[config.mk]
export PLATFORM = sky130hd
export DESIGN_NAME = alu_req_seq
export DESIGN_NICKNAME = d
export VERILOG_FILES = /design/src/rtl/alu_req_seq.sv
export SDC_FILE = /design/constraint.sdc
export NUM_CORES = 1
export LEC_CHECK = 0
export CORE_ASPECT_RATIO = 1.1
export CORE_UTILIZATION = 45
export CTS_CLUSTER_DIAMETER = 200
export DETAILED_ROUTE_END_ITERATION = 12
export PLACE_DENSITY_LB_ADDON = 0.2
export SLEW_MARGIN = 20
export SYNTH_ARGS = -nofsm -noshare
export SYNTH_HDL_FRONTEND = slang
export SYNTH_SLANG_ARGS = --single-unit
[constraint.sdc]
create_clock -name clk -period 1.6 [get_ports clk]
set_input_delay 0.48 -clock clk [delete_from_list [all_inputs] [get_ports clk]]
set_output_delay 0.48 -clock clk [all_outputs]
set_load 0.005 [all_outputs]
[src/rtl/alu_req_seq.sv]
// Sequential A/B/opcode initiator for the 4-bit nvboard ALU: one enter press per field,
// then one execute cycle that captures the result and flags. Optional debouncer: ALU_SEQ_DEBOUNCE_EN.
module alu_req_seq #(
  parameter int CNT_W      = 4,
  parameter int DEB_CYCLES = 16
) (
  input  logic             clk,
  input  logic             rst_n,
  input  logic [3:0]       sw,
  input  logic             btn_enter,
  input  logic             btn_clr,
  output logic [3:0]       alu_a,
  output logic [3:0]       alu_b,
  output logic [2:0]       alu_sel,
  input  logic [3:0]       alu_out,
  input  logic             alu_zero,
  input  logic             alu_ovf,
  input  logic             alu_c,
  output logic [3:0]       res,
  output logic [2:0]       flags,
  output logic             done,
  output logic [2:0]       stage,
  output logic [CNT_W-1:0] op_cnt
);

  typedef enum logic [2:0] {
    S_A    = 3'd0,
    S_B    = 3'd1,
    S_OP   = 3'd2,
    S_EXEC = 3'd3,
    S_SHOW = 3'd4
  } state_t;

  // Bit 0 carries the enter button, bit 1 the clear button.
  logic [1:0] s1, s2, s3, lvl;
  logic       enter_p, clr_p;

  // NOTE: every flop is updated with <= so all registers sample the pre-edge values together.
  always_ff @(posedge clk or negedge rst_n) begin
    if (!rst_n) begin
      s1 <= '0;
      s2 <= '0;
      s3 <= '0;
    end else begin
      s1 <= {btn_clr, btn_enter};
      s2 <= s1;
      s3 <= lvl;
    end
  end

`ifdef ALU_SEQ_DEBOUNCE_EN
  localparam int DW = $clog2(DEB_CYCLES + 1);
  logic [1:0]    deb;
  logic [DW-1:0] deb_cnt [2];

  // The level only follows s2 once it has differed for DEB_CYCLES consecutive samples.
  always_ff @(posedge clk or negedge rst_n) begin
    if (!rst_n) begin
      deb <= '0;
      for (int i = 0; i < 2; i++) deb_cnt[i] <= '0;
    end else begin
      for (int i = 0; i < 2; i++) begin
        if (s2[i] == deb[i]) begin
          deb_cnt[i] <= '0;
        end else if (deb_cnt[i] == DW'(DEB_CYCLES - 1)) begin
          deb[i]     <= s2[i];
          deb_cnt[i] <= '0;
        end else begin
          deb_cnt[i] <= deb_cnt[i] + 1'b1;
        end
      end
    end
  end

  assign lvl = deb;
`else
  assign lvl = s2;
`endif

  assign enter_p = lvl[0] & ~s3[0];
  assign clr_p   = lvl[1] & ~s3[1];

  state_t           state, state_n;
  logic [3:0]       a_n, b_n, res_n;
  logic [2:0]       sel_n, flags_n;
  logic             done_n;
  logic [CNT_W-1:0] cnt_n;

  always_ff @(posedge clk or negedge rst_n) begin
    if (!rst_n) begin
      state   <= S_A;
      alu_a   <= '0;
      alu_b   <= '0;
      alu_sel <= '0;
      res     <= '0;
      flags   <= '0;
      done    <= 1'b0;
      op_cnt  <= '0;
    end else begin
      state   <= state_n;
      alu_a   <= a_n;
      alu_b   <= b_n;
      alu_sel <= sel_n;
      res     <= res_n;
      flags   <= flags_n;
      done    <= done_n;
      op_cnt  <= cnt_n;
    end
  end

  // NOTE: every output of this block gets a hold value first, so no path can infer a latch.
  always_comb begin
    state_n = state;
    a_n     = alu_a;
    b_n     = alu_b;
    sel_n   = alu_sel;
    res_n   = res;
    flags_n = flags;
    done_n  = done;
    cnt_n   = op_cnt;
    if (clr_p) begin
      // Clear beats a simultaneous enter; the operation count survives.
      state_n = S_A;
      a_n     = '0;
      b_n     = '0;
      sel_n   = '0;
      res_n   = '0;
      flags_n = '0;
      done_n  = 1'b0;
    end else begin
      unique case (state)
        S_A: if (enter_p) begin
          a_n     = sw;
          state_n = S_B;
        end
        S_B: if (enter_p) begin
          b_n     = sw;
          state_n = S_OP;
        end
        S_OP: if (enter_p) begin
          sel_n   = sw[2:0];
          state_n = S_EXEC;
        end
        S_EXEC: begin
          res_n   = alu_out;
          flags_n = {alu_zero, alu_ovf, alu_c};
          done_n  = 1'b1;
          cnt_n   = op_cnt + 1'b1;
          state_n = S_SHOW;
        end
        S_SHOW: if (enter_p) begin
          done_n  = 1'b0;
          state_n = S_A;
        end
        default: state_n = S_A;
      endcase
    end
  end

  assign stage = state;

endmodule

==> results.yml, run 1 <==
worst_hold_path:
  hp-class: "reg2reg"
  hold_start: "s1[1]"
routing:
  vias: 964
  antenna_left: 0
  drc: 0
  routed_wl_um: 2530
  viasPerCell: 4.89
  drt_iter0_drc: 18
  wl_per_cell_um: 12.8
  first_pass_iters: 4
worst_setup_path:
  worst-setup-path-type: "reg2out"
  crit_path_end_kind: "output port"
  reg2reg_slack_ps: 220
  crit_path_max_fanout: 2
  path_delay_family: "flip-flops"
  slowest_delay_ps: 400
  crit_chain: "dlygate4sd2_1"
  arrival_ps: 1000
  cp-startpoint: "alu_b[3]"
  cp-start-kind: "flip-flop"
  r2r_start: "stage[2]"
  crit_required_ps: 1120
  path_buf_inv: 1
  cp_slowest_cell: "dfrtp_1"
synthesis:
  synth_top_area_share_pct: 61.0
  yosysMostFrequentCell: "dfrtp_1"
  async_flop_share_pct: 100
  yosysWarnings: 0
  synth_fp_nets: 126
  synth-seq-area-share_pct: 61.0
  synth_cells: 110
  yosys-top-cells-count: "32 x dfrtp_1, 18 x mux2i_1, 17 x nand2_1"
  yosysTopAreaCell: "dfrtp_1"
  avgSynthCellArea_um2: 11.9
  synth_edf_count: 0
  synthFlopType: "dfrtp_1"
  ys_types: 25
  synth_seq_cells: 32
  syn_area_mm2: 0.00131
  synth_area_leaders: "dfrtp_1 61%, mux2i_1 14%, nand2_1 4.9%"
floorplanning:
  die_x_um: 53.5
  dieArea_mm2: 0.00314
  io_pins: 41
  start_util_pct: 47.3
  coreArea_mm2: 0.00278
  die_y_um: 58.7
  row_count: 20
layout:
  syn_to_final_growth_pct: 42.2
  layout-drive-gt1-share_pct: 13.4
  final_cells: 197
  diodes: 0
  final_core_util_pct: 67.3
  fillers: 229
  fin_nets: 179
  design_area_mm2: 0.00187
global_routing:
  grt_pass1_wl_um: 4210
  grt_pass1_vias: 940
  grt_max_degree: 33
  grt_remaining_overflow: 0
  gr-usage-all-layers_pct: 19.9
  antenna_found_initial: 0
place:
  dp_hpwl_um: 1720
  io_buffer_count: 40
  place_area_mm2: 0.00178
  gp_congestion: 0.726
  dp_cells: 183
job:
  drv_cap: 0
power_and_ir_drop:
  p_leak_nw: 1.07
  finalPower_w: 0.00191
  cellPowerDensity_mw_per_mm2: 1020
  vdd_drop_max_mv: 1.45
cts:
  clockBufferDepth: 2
  path_clk_slew_ps: 110
  postCtsHoldBufs: 0
  clk_latency_ps: 330
  cts_sinks: 32
  htreeDepth: 2
  root_buffer: "clkbuf_4"
  cts_inserted_buffers: 5
  cts_tree: "built"
sta:
  hold_viol: 0
  slew_headroom_pct: 62.7
  setup_viol: 0
  tightest_slew_ps: 560
  fin_skew_ps: 11.5
  min_period_ps: 1480
  finalMaxSlewViolations: 0
  finalSetupTns_ps: 0
  rsz0062_at_grt: "false"
  fmax_mhz: 674
  fin_crit_sh_pct: 92.7
status:
  status: "finished clean"
==> cell type report <==
class                      count  area (um^2)  share of cell area (%)
clock buffer                   5         37.5                    2.01
clock inverter                 3         42.5                    2.28
inverter                       2         7.51                   0.402
multi-input combinational     71          475                    25.5
sequential                    32          801                    42.9
tap                           33         41.3                    2.21
timing repair buffer          51          463                    24.8
==> state kept, by name, summed over array words and instances, names as in the netlist <==
name,flops
flags,3
alu_a,4
s3,2
stage,3
s1,2
done,1
op_cnt,4
alu_b,4
lvl,2
alu_sel,3
res,4
==> through the flow <==
step                hold slack, ps  setup WS [ps]
finish                         358            116
global route                   366           60.9
CTS                            360            108
detailed placement             337            169
global placement               333            194
floorplan                      184            356
==> placed cells by master (no fill, tap or decap), types with 3 or more instances in the layout <==
master | Yosys | layout
nor2_1 | 9 | 9
a21oi_1 | 3 | 3
clkdlybuf4s50_1 | 0 | 14
buf_4 | 0 | 10
dlygate4sd2_1 | 0 | 26
nand2_1 | 17 | 17
clkbuf_4 | 0 | 5
nor3_1 | 3 | 3
xor2_1 | 3 | 3
mux2i_1 | 18 | 18
dfrtp_1 | 32 | 32
==> report_power, final <==
part	switching, W	internal (W)
registers	0.0000394	0.000887
logic	0.000166	0.000210
clock network	0.000283	0.000326
total	0.000489	0.00142
==> kinds of logic (layout without fill, tap and decap cells) <==
| logic type | count (synthesis) | in the layout | share of synthesized area (%) |
|---|---|---|---|
| flops | 32 | 32 | 61.0 |
| simple gates | 43 | 43 | 16.7 |
| buf+inv | 7 | 61 | 2.86 |
| fa+ha+maj | 1 | 1 | 0.952 |
| mux | 19 | 19 | 14.6 |
| xor+xnor | 3 | 3 | 2.00 |
| compound gates | 5 | 5 | 2.00 |
==> what timing repair did <==
item,CTS,global route
endpoints found under the hold margin,0,0
gates resized for setup,26,0
buffers inserted,6,0
endpoints found under the setup margin,26,0
==> metal layers <==
metal / part of all wire [%] / routed length, um / track usage (%)
met1: 45 / 1130 / 24.3
met2: 49 / 1250 / 29.8
met3: 4.8 / 120 / 8.53
met4: 1.1 / 29 / 10.2
met5: 0 / 0 / 0
==> final timing paths <==
path	end	depth (start not counted)
max in group asynchronous	alu_sel[2]	2
min in group asynchronous	lvl[0]	2
hold reg to reg	lvl[1]	0
hold / removal	lvl[1]	0
setup / recovery	alu_b[3]	1
setup reg to reg	alu_a[2]	4
Power figures use the tool's default switching activity.
==> run 2: changes to the inputs <==
--- a/config.mk
+++ b/config.mk
@@ -10,6 +10,8 @@
 export CTS_CLUSTER_DIAMETER = 200
 export DETAILED_ROUTE_END_ITERATION = 12
 export PLACE_DENSITY_LB_ADDON = 0.2
+export REMOVE_ABC_BUFFERS = 1
+export SKIP_LAST_GASP = 1
 export SLEW_MARGIN = 20
 export SYNTH_ARGS = -nofsm -noshare
 export SYNTH_HDL_FRONTEND = slang
==> run 2 against run 1 <==
Compared with the run above: clock skew decreased by 8.9 ps; sequential power about the same; setup slack about the same; combinational power increased by 5%; power decreased by 5.5%; hold slack about the same; critical path type unchanged; largest cell class unchanged; largest power group unchanged.
==> results.yml, run 2 (synthesis gave the netlist of run 1 again) <==
status:
  status: "finished clean"
global_routing:
  antenna_found_initial: 0
  grt_pass1_vias: 1006
  grt_remaining_overflow: 0
  grt_pass1_wl_um: 4550
  grt_max_degree: 33
  gr-usage-all-layers_pct: 21.4
sta:
  whs_ps: 358
  fin_crit_sh_pct: 92.7
  rsz0062_at_grt: "false"
  tightest_slew_ps: 553
  hold_viol: 0
  fmax_mhz: 674
  slew_headroom_pct: 63.1
  finalMaxSlewViolations: 0
  fin_skew_ps: 2.54
  setup_viol: 0
  min_period_ps: 1480
layout:
  layout-drive-gt1-share_pct: 16.7
  design_area_mm2: 0.00189
  diodes: 0
  final_core_util_pct: 67.9
  final_cells: 201
  fin_nets: 183
  layout_commonest_cell: "dfrtp_1"
  mostFrequentLayoutCells: "31 x dfrtp_1, 25 x dlygate4sd2_1, 18 x mux2i_1, 17 x nand2_1"
  syn_to_final_growth_pct: 43.5
routing:
  first_pass_iters: 4
  vias: 1004
  wl_per_cell_um: 13.7
  routed_wl_um: 2750
  viasPerCell: 5.00
  drc: 0
  antenna_left: 0
  drt_iter0_drc: 5
worst_setup_path:
  crit_chain: "dlygate4sd2_1"
  path_delay_family: "flip-flops"
  path_buf_inv: 1
  worst-setup-path-type: "reg2out"
  crit_path_max_fanout: 2
  slowest_delay_ps: 400
  cp-start-kind: "flip-flop"
  crit_required_ps: 1120
  cp_slowest_cell: "dfrtp_1"
  crit_path_end_kind: "output port"
  arrival_ps: 1000
place:
  gp_congestion: 0.756
  dp_cells: 182
  dp_hpwl_um: 1850
  io_buffer_count: 40
  place_area_mm2: 0.00177
cts:
  root_buffer: "clkbuf_4"
  cts_tree: "built"
  htreeDepth: 2
  cts_inserted_buffers: 5
  clk_latency_ps: 330
  cts_sinks: 32
  path_clk_slew_ps: 100
  clockBufferDepth: 2
floorplanning:
  row_count: 20
  die_y_um: 58.7
  io_pins: 41
  coreArea_mm2: 0.00278
  start_util_pct: 47.3
  dieArea_mm2: 0.00314
  die_x_um: 53.5
power_and_ir_drop:
  p_leak_nw: 1.10
  vdd_drop_max_mv: 0.743
  cellPowerDensity_mw_per_mm2: 958
job:
  drv_cap: 0
worst_hold_path:
  hp-class: "reg2reg"
-- run 2: changes by cell type in the layout (fill, tap and decap cells not counted), sizes merged --
| cell | delta |
|---|---|
| bufinv | -1 |
| clkinvlp | -1 |
| dlymetal6s2s | +1 |
| clkbuf | +1 |
| dlygate4sd2 | -1 |
| buf | +4 |
| clkinv | +1 |
-- run 2: path summary, 6_finish.rpt --
| kind | from | to | slack [ps] | cells past startpoint |
|---|---|---|---|---|
| worst max-delay path | op_cnt[3] | op_cnt[3] | 120 | 1 |
| worst min-delay path | s1[0] | lvl[0] | 360 | 0 |
| worst max register to register | stage[2] | alu_a[0] | 170 | 5 |
| worst min register to register | s1[0] | lvl[0] | 360 | 0 |
| max in group asynchronous | rst_n | stage[0] | 920 | 2 |
| min in group asynchronous | rst_n | res[2] | 500 | 2 |
-- run 2: cell type report --
type                            instances  area, um^2
Clock buffer                            6        51.3
Clock inverter                          2        10.0
Fill cell                             245         892
Inverter                                2        7.51
Multi-Input combinational cell         71         477
Sequential cell                        32         802
Tap cell                               33        41.3
Timing Repair Buffer                   55         497
-- run 2: stage by stage --
stage                     worst slack [ps]  total power [W]  setup TNS [ps]
after floorplan                      -33.2          0.00109           -33.2
after global placement                 180          0.00132               0
after detailed placement               155          0.00134               0
after CTS                            -78.0          0.00183           -78.0
after global routing                  52.9          0.00191               0
final                                  116          0.00181               0
-- run 2: where the power goes --
group | leakage [nW] | switching [W] | internal [W]
logic | 0.639 | 0.000175 | 0.000221
clock network | 0.0380 | 0.000275 | 0.000209
registers | 0.423 | 0.0000397 | 0.000888
total | 1.10 | 0.000490 | 0.00132
-- run 2: repair_timing --
action	in CTS	in global routing
pin swaps	0	0
setup buffers	11	0
endpoints found under the setup margin	26	3
hold buffers	0	0
gates resized for setup	26	2
-- run 2: routing by layer --
metal	part of all wire (%)	track usage (%)	vias to the layer above	wire length, um
met3	4.1	9.30	4	113
met2	53	35.4	18	1450
met5	0	0	-	0
met1	42	24.1	500	1150
met4	1.5	7.89	0	41
li1	-	-	482	-
